===== src/rtl/muldiv_ctrl_pkg.sv =====
// Shared encodings for the HI/LO multiply/divide sequencer.
// Command codes, FSM states and divider step count.
package muldiv_pkg;

  localparam logic [2:0] OP_MULT  = 3'd0;
  localparam logic [2:0] OP_MULTU = 3'd1;
  localparam logic [2:0] OP_DIV   = 3'd2;
  localparam logic [2:0] OP_DIVU  = 3'd3;
  localparam logic [2:0] OP_MTHI  = 3'd4;
  localparam logic [2:0] OP_MTLO  = 3'd5;

  localparam int DIV_STEPS = 32;

  typedef enum logic [2:0] {
    S_IDLE,
    S_MUL,
    S_DIV,
    S_FIX,
    S_DONE
  } state_e;

endpackage


===== src/rtl/muldiv_ctrl_if.sv =====
// Command/result bundle between the CPU control path
// and the HI/LO multiply/divide sequencer.
interface muldiv_ctrl_if #(
  parameter int WIDTH = 32
);

  logic             iStart;
  logic [2:0]       iOp;
  logic [WIDTH-1:0] iA;
  logic [WIDTH-1:0] iB;
  logic [WIDTH-1:0] oHI;
  logic [WIDTH-1:0] oLO;
  logic             oBusy;
  logic             oDone;
  logic             oDivZero;

  modport master (
    output iStart, iOp, iA, iB,
    input  oHI, oLO, oBusy, oDone, oDivZero
  );

  modport slave (
    input  iStart, iOp, iA, iB,
    output oHI, oLO, oBusy, oDone, oDivZero
  );

endinterface


===== src/rtl/muldiv_ctrl_div_step.sv =====
// One restoring-division step: shift {rem,quo} left,
// trial-subtract the divisor, keep it if non-negative.
module div_step #(
  parameter int WIDTH = 32
) (
  input  logic [WIDTH-1:0] rem_i,
  input  logic [WIDTH-1:0] quo_i,
  input  logic [WIDTH-1:0] div_i,
  output logic [WIDTH-1:0] rem_o,
  output logic [WIDTH-1:0] quo_o
);

  logic [WIDTH:0] sh;
  logic [WIDTH:0] diff;
  logic           ok;

  // one extra bit: the shifted remainder can exceed WIDTH bits
  always_comb begin
    sh    = {rem_i, quo_i[WIDTH-1]};
    diff  = sh - {1'b0, div_i};
    ok    = ~diff[WIDTH];
    rem_o = ok ? diff[WIDTH-1:0] : sh[WIDTH-1:0];
    quo_o = {quo_i[WIDTH-2:0], ok};
  end

endmodule


===== src/rtl/muldiv_ctrl.sv =====
// HI/LO multiply/divide sequencer: fixed-latency multiply,
// 32-step restoring divide, MTHI/MTLO, busy/done handshake.
module muldiv_ctrl
  import muldiv_pkg::*;
#(
  parameter int WIDTH       = 32,
  parameter int MUL_LATENCY = 4
) (
  input  logic iCLK,
  input  logic iRST,
  muldiv_ctrl_if.slave bus
);

  localparam int MAXC =
    (MUL_LATENCY > DIV_STEPS) ? MUL_LATENCY : DIV_STEPS;
  localparam int CW = $clog2(MAXC) + 1;

  state_e           state_q, state_d;
  logic [CW-1:0]    cnt_q, cnt_d;
  logic [WIDTH-1:0] hi_q, hi_d;
  logic [WIDTH-1:0] lo_q, lo_d;
  logic [WIDTH-1:0] a_q, a_d;
  logic [WIDTH-1:0] b_q, b_d;
  logic [WIDTH-1:0] rem_q, rem_d;
  logic             sgn_q, sgn_d;
  logic             qneg_q, qneg_d;
  logic             rneg_q, rneg_d;
  logic             busy_q, busy_d;
  logic             done_q, done_d;
  logic             dz_q, dz_d;

  logic [WIDTH-1:0]   st_rem;
  logic [WIDTH-1:0]   st_quo;
  logic [2*WIDTH-1:0] ax, bx, prod;
  logic [WIDTH-1:0]   a_abs, b_abs;
  logic               take;
  logic               op_mul, op_div;
  logic               op_sgn, b_zero;

  // a_q doubles as the dividend/quotient shift register
  div_step #(.WIDTH(WIDTH)) u_step (
    .rem_i (rem_q),
    .quo_i (a_q),
    .div_i (b_q),
    .rem_o (st_rem),
    .quo_o (st_quo)
  );

  always_comb begin
    ax   = sgn_q ? {{WIDTH{a_q[WIDTH-1]}}, a_q}
                 : {{WIDTH{1'b0}}, a_q};
    bx   = sgn_q ? {{WIDTH{b_q[WIDTH-1]}}, b_q}
                 : {{WIDTH{1'b0}}, b_q};
    prod = ax * bx;
  end

  always_comb begin
    take   = bus.iStart &&
             (state_q == S_IDLE || state_q == S_DONE);
    op_mul = bus.iOp == OP_MULT || bus.iOp == OP_MULTU;
    op_div = bus.iOp == OP_DIV || bus.iOp == OP_DIVU;
    op_sgn = bus.iOp == OP_MULT || bus.iOp == OP_DIV;
    b_zero = bus.iB == '0;
    a_abs  = (op_sgn && bus.iA[WIDTH-1]) ? -bus.iA : bus.iA;
    b_abs  = (op_sgn && bus.iB[WIDTH-1]) ? -bus.iB : bus.iB;
  end

  always_comb begin
    state_d = state_q;
    cnt_d   = cnt_q;
    hi_d    = hi_q;
    lo_d    = lo_q;
    a_d     = a_q;
    b_d     = b_q;
    rem_d   = rem_q;
    sgn_d   = sgn_q;
    qneg_d  = qneg_q;
    rneg_d  = rneg_q;
    busy_d  = busy_q;
    done_d  = 1'b0;
    dz_d    = 1'b0;

    case (state_q)
      S_MUL: begin
        if (cnt_q == '0) begin
          {hi_d, lo_d} = prod;
          state_d      = S_DONE;
          busy_d       = 1'b0;
          done_d       = 1'b1;
        end else begin
          cnt_d = cnt_q - 1'b1;
        end
      end
      S_DIV: begin
        rem_d = st_rem;
        a_d   = st_quo;
        if (cnt_q == '0) state_d = S_FIX;
        else cnt_d = cnt_q - 1'b1;
      end
      S_FIX: begin
        lo_d    = qneg_q ? -a_q : a_q;
        hi_d    = rneg_q ? -rem_q : rem_q;
        state_d = S_DONE;
        busy_d  = 1'b0;
        done_d  = 1'b1;
      end
      S_DONE: state_d = S_IDLE;
      default: ;
    endcase

    if (take) begin
      unique case (1'b1)
        bus.iOp == OP_MTHI: hi_d = bus.iA;
        bus.iOp == OP_MTLO: lo_d = bus.iA;
        op_mul: begin
          a_d     = bus.iA;
          b_d     = bus.iB;
          sgn_d   = op_sgn;
          cnt_d   = CW'(MUL_LATENCY - 1);
          state_d = S_MUL;
          busy_d  = 1'b1;
        end
        op_div && !b_zero: begin
          a_d     = a_abs;
          b_d     = b_abs;
          rem_d   = '0;
          qneg_d  = op_sgn && (bus.iA[WIDTH-1] ^ bus.iB[WIDTH-1]);
          rneg_d  = op_sgn && bus.iA[WIDTH-1];
          cnt_d   = CW'(DIV_STEPS - 1);
          state_d = S_DIV;
          busy_d  = 1'b1;
        end
        op_div && b_zero: begin
          hi_d    = bus.iA;
          lo_d    = '1;
          state_d = S_DONE;
          done_d  = 1'b1;
          dz_d    = 1'b1;
        end
        default: ;
      endcase
    end
  end

  always_ff @(posedge iCLK) begin
    if (!iRST) begin
      state_q <= S_IDLE;
      cnt_q   <= '0;
      hi_q    <= '0;
      lo_q    <= '0;
      a_q     <= '0;
      b_q     <= '0;
      rem_q   <= '0;
      sgn_q   <= 1'b0;
      qneg_q  <= 1'b0;
      rneg_q  <= 1'b0;
      busy_q  <= 1'b0;
      done_q  <= 1'b0;
      dz_q    <= 1'b0;
    end else begin
      state_q <= state_d;
      cnt_q   <= cnt_d;
      hi_q    <= hi_d;
      lo_q    <= lo_d;
      a_q     <= a_d;
      b_q     <= b_d;
      rem_q   <= rem_d;
      sgn_q   <= sgn_d;
      qneg_q  <= qneg_d;
      rneg_q  <= rneg_d;
      busy_q  <= busy_d;
      done_q  <= done_d;
      dz_q    <= dz_d;
    end
  end

  assign bus.oHI      = hi_q;
  assign bus.oLO      = lo_q;
  assign bus.oBusy    = busy_q;
  assign bus.oDone    = done_q;
  assign bus.oDivZero = dz_q;

endmodule

===== src/flat_wrapper.sv =====
// flat-port wrapper written by rule: the top's interface ports become plain ports
module muldiv_ctrl_flat import muldiv_pkg::*;
#(
  parameter int WIDTH       = 32,
  parameter int MUL_LATENCY = 4
)
  (iCLK, iRST, bus_iStart, bus_iOp, bus_iA, bus_iB, bus_oHI, bus_oLO, bus_oBusy, bus_oDone, bus_oDivZero);
  muldiv_ctrl_if #(.WIDTH(WIDTH)) bus_i ();
  input  logic iCLK;
  input  logic iRST;
  input wire logic [$bits(bus_i.iStart)-1:0] bus_iStart;
  input wire logic [$bits(bus_i.iOp)-1:0] bus_iOp;
  input wire logic [$bits(bus_i.iA)-1:0] bus_iA;
  input wire logic [$bits(bus_i.iB)-1:0] bus_iB;
  output wire logic [$bits(bus_i.oHI)-1:0] bus_oHI;
  output wire logic [$bits(bus_i.oLO)-1:0] bus_oLO;
  output wire logic [$bits(bus_i.oBusy)-1:0] bus_oBusy;
  output wire logic [$bits(bus_i.oDone)-1:0] bus_oDone;
  output wire logic [$bits(bus_i.oDivZero)-1:0] bus_oDivZero;
  assign bus_i.iStart = bus_iStart;
  assign bus_i.iOp = bus_iOp;
  assign bus_i.iA = bus_iA;
  assign bus_i.iB = bus_iB;
  assign bus_oHI = bus_i.oHI;
  assign bus_oLO = bus_i.oLO;
  assign bus_oBusy = bus_i.oBusy;
  assign bus_oDone = bus_i.oDone;
  assign bus_oDivZero = bus_i.oDivZero;
  muldiv_ctrl #(.WIDTH(WIDTH), .MUL_LATENCY(MUL_LATENCY)) u_core (.iCLK(iCLK), .iRST(iRST), .bus(bus_i));
endmodule

===== config.mk =====
export PLATFORM = sky130hd
export DESIGN_NAME = muldiv_ctrl_flat
export DESIGN_NICKNAME = d
export VERILOG_FILES = /design/src/rtl/muldiv_ctrl_pkg.sv /design/src/rtl/muldiv_ctrl_if.sv /design/src/rtl/muldiv_ctrl_div_step.sv /design/src/rtl/muldiv_ctrl.sv /design/src/flat_wrapper.sv
export SDC_FILE = /design/constraint.sdc
export NUM_CORES = 2
export LEC_CHECK = 0
export ABC_AREA = 1
export CORE_MARGIN = 5
export CORE_UTILIZATION = 30
export DETAILED_ROUTE_END_ITERATION = 12
export GPL_TIMING_DRIVEN = 0
export SETUP_SLACK_MARGIN = 0.05
export SYNTH_ARGS = -nofsm -noshare
export SYNTH_HDL_FRONTEND = slang
export SYNTH_SLANG_ARGS = --single-unit

===== constraint.sdc =====
create_clock -name iCLK -period 8.2 [get_ports iCLK]
set_input_delay 1.64 -clock iCLK [delete_from_list [all_inputs] [get_ports iCLK]]
set_output_delay 1.64 -clock iCLK [all_outputs]
set_load 0.005 [all_outputs]

==> reports/summary.txt <==
Post-synthesis adder-cell area fraction - 51.5%
Status - finished, violations left
Worst reg-to-reg path cell count - 35
Crit path max fanout - 8
Initial DRC count - 6544
WP data arrival - 9.19 ns
CP startpoint kind - flip-flop
Vias/cell - 5.08
Die Wd - 470 um
Die H - 470 um
Int Power - 0.00375 W
Drt pass-1 iters - 6
HPWL Detailed - 269000 um
Syn avg cell area - 7.53 um2
Failing checks - negative setup slack
Post-synth top area share - 44.7%
Hold EP - u_core.cnt_q[5]
Seq/Total Area, Yosys - 5.51%
Mapped Nets - 10300
Post-layout util - 36.9%
Synthesized cell area - 0.0636 mm2
H-tree Lvls - 4
Pin count of the biggest net entering global routing - 32
CP most frequent cell - inv_2
Setup ws final - -0.564 ns
Leakage - 41.8 nW
Compound-Gate Fraction of Synth Area - 7.12%
Global Route Usage Sum - 28.7%
Pwr dens - 111 mW/mm2
Total wire length - 322000 um
Synth Area in Simple Gates - 17.0%
Final setup fails - 28
Vias post-DR - 59500
Most frequent cell after synthesis - inv_1
I/O pin count - 137
DRC violations left - 0
Total CTS buffers - 17
Yosys reg bits - 175
Max VDD drop - 0.177 mV
Post-route ant nets - 0
Num rows - 169
Area of the multi-input gates - 0.0533 mm2
GPL Wtd Cong - 1.05
Crit end category - flip-flop
Clk_lat worst skew - 0.50 ns
Core Area - 0.211 mm2
PortBufs - 134
Worst Path Required - 8.63 ns
Reg2reg setup slack - -0.56 ns
CTS clk-pin slew, worst paths - 0.08 ns
Hold WC Path Type - reg2reg
Reg2reg start - u_core.sgn_q
Sequential share of power - 13.2%
Sum of negative setup slack - -10.28 ns
Setup CP Type - reg2reg
Layout cells sized above 1 - 17.7%
Largest family of logic cells by synthesized area - adder cells
Nets - 10700
Worst path max stage delay - 0.60 ns
Die area - 0.221 mm2
Synth Warn # - 0
Max_slew headroom - 3.46%
Sw Ratio - 56.8%
Max Buffers Root-to-Sink - 2
Hold path cells - 1
Initial antenna violation count - 13
Async set-reset flop share out of synthesis - 0%
Placed Area - 0.0686 mm2
Layout Area Growth over Synthesis - 22.8%
Share of power burned in combinational logic - 76.9%
Final hold viol count - 0
Clk pwr share - 9.9%
Largest cells by area after synthesis - fa_1 (45%), inv_1 (15%), nand2_1 (11%), ha_1 (6.8%), dfxtp_1 (5.5%)
Min Tclk post-route - 8.76 ns
Reg area - 0.00369 mm2
Initial Utilization - 30.1%
Gr ovfl total - 0
Vias in the first global route - 62100
Post-DR wirelength/cell - 27.5 um
Number of max-cap violations - 0
Gate Count Post-Synth - 8446
Sinks on the clock net - 175
CTS tree - done
Xor and xnor area share after synthesis - 1.46%
Global-route wire length before repair - 455000 um
Fill cells - 22200
Clk root buf - clkbuf_16
CP max-delay cell - fa_2
RSZ-0062 raised after global routing - yes
Fin area - 0.0781 mm2
Ys flop type - dfxtp_1
Synth cell count leaders - inv_1 (2544), nand2_1 (1879), fa_1 (1420), nor2_1 (436), ha_1 (346)
R2R Path End - u_core.bus.oHI[30]
Fin crit share - 107%
Leading area contributor after synthesis - fa_1
Max-slew violation count - 0
Worst Tran Pin Value - 1.45 ns
Hold_sp - u_core.cnt_q[5]
Proportion of synthesized area in mux cells - 0%
EDFF count, synth - 0
Maximum clock rate - 114 MHz
# hold bufs at CTS - 0
Synth unique cells - 61
Skew final - 0.0174 ns
Psw - 0.00493 W
## power by group through the flow
stage | sequential (W) | combinational [W] | clock [W]
3_3_place_gp | 0.00100 | 0.00500 | 0
2_1_floorplan | 0.000971 | 0.00279 | 0
6_report | 0.00114 | 0.00667 | 0.000862
3_5_place_dp | 0.00100 | 0.00497 | 0
5_1_grt | 0.00113 | 0.00704 | 0.000902
4_1_cts | 0.00113 | 0.00589 | 0.000870
## what timing repair did
action | 4_1_cts | 5_1_grt
endpoints found under the setup margin | 53 | 49
setup buffers | 221 | 99
cloned | 4 | 0
resized for setup | 1429 | 508
pin swaps | 264 | 343
## metrics by stage
step | setup WS, ns | total power [W] | instances | hold slack, ns
3_5_place_dp | -3.44 | 0.00598 | 11400 | 0.476
2_1_floorplan | 0.0539 | 0.00376 | 8446 | 0.450
5_1_grt | -0.738 | 0.00907 | 11700 | 0.503
4_1_cts | -0.487 | 0.00790 | 11600 | 0.490
6_report | -0.564 | 0.00868 | 11700 | 0.483
3_3_place_gp | -3.44 | 0.00600 | 11400 | 0.466
## cell usage in the layout (no fill, tap or decap), types with 33 or more instances in the layout
master	instances
nand2_4	33
nor2_1	302
clkbuf_8	40
inv_1	2376
nand4_1	34
o211ai_1	42
buf_6	37
fa_1	1283
nor2_4	89
ha_1	278
nor2_2	51
nand3_1	170
clkbuf_2	36
a21oi_1	186
buf_12	33
xor2_1	70
nor3_1	46
clkbuf_1	73
o21ai_0	215
ha_4	67
a21oi_2	54
dfxtp_1	114
clkbuf_16	48
inv_2	153
dfxtp_4	45
buf_4	295
fa_2	137
nand2_1	1786
nand2_2	58
clkbuf_4	33
clkdlybuf4s50_1	134
## area by class of cell
type,count,area share [%]
sequential,175,4.73
buffer,309,3.75
multi-input combinational,5344,68.3
tap,2821,4.52
antenna,6,0.0192
inverter,2565,12.5
clock buffer,20,0.598
timing repair buffer,460,5.46
clock inverter,12,0.152
## metal layers
metal	up-vias	GRT usage (%)	part of all wire [%]
li1	25200	-	-
met2	3438	43.6	43
met1	30100	36.9	38
met5	-	0	0.017
met4	8	17.4	8.0
met3	791	7.06	11
## critical path, delay by kind of cell, from the launching register on
family | cells | cell delay [ns]
and+or+nand+nor | 5 | 0.65
adders and majority gates | 11 | 5.41
buffers and inverters | 13 | 1.26
AOI/OAI and AO/OA | 6 | 0.87
DFF | 1 | 0.47
## cell families after synthesis
kind of cell / after synthesis
AO/OA/AOI/OAI: 775
XOR/XNOR: 106
adder cells (fa/ha/maj): 1766
buffers and inverters: 2927
flip-flops: 175
AND/OR/NAND/NOR: 2697
## sequential cells by signal, summed over array words and instances, names as in the netlist
name / cells
u_core.a_q: 32
u_core.b_q: 32
u_core.bus.oHI: 32
u_core.bus.oLO: 32
u_core.rem_q: 32
u_core.cnt_q: 6
u_core.state_q: 3
u_core.bus.oBusy: 1
u_core.bus.oDivZero: 1
u_core.bus.oDone: 1
u_core.qneg_q: 1
u_core.rneg_q: 1
u_core.sgn_q: 1
## how the worst max path moves through the flow
stage	start	end	slack, ns
floorplan	u_core.a_q[31]	u_core.bus.oHI[20]	0.05
global placement	u_core.b_q[31]	u_core.bus.oHI[21]	-3.44
detailed placement	u_core.b_q[31]	u_core.bus.oHI[21]	-3.44
CTS	u_core.sgn_q	u_core.bus.oHI[30]	-0.49
global route	u_core.sgn_q	u_core.bus.oHI[28]	-0.74
finish	u_core.sgn_q	u_core.bus.oHI[30]	-0.56
(Power assumes the default switching activity.)
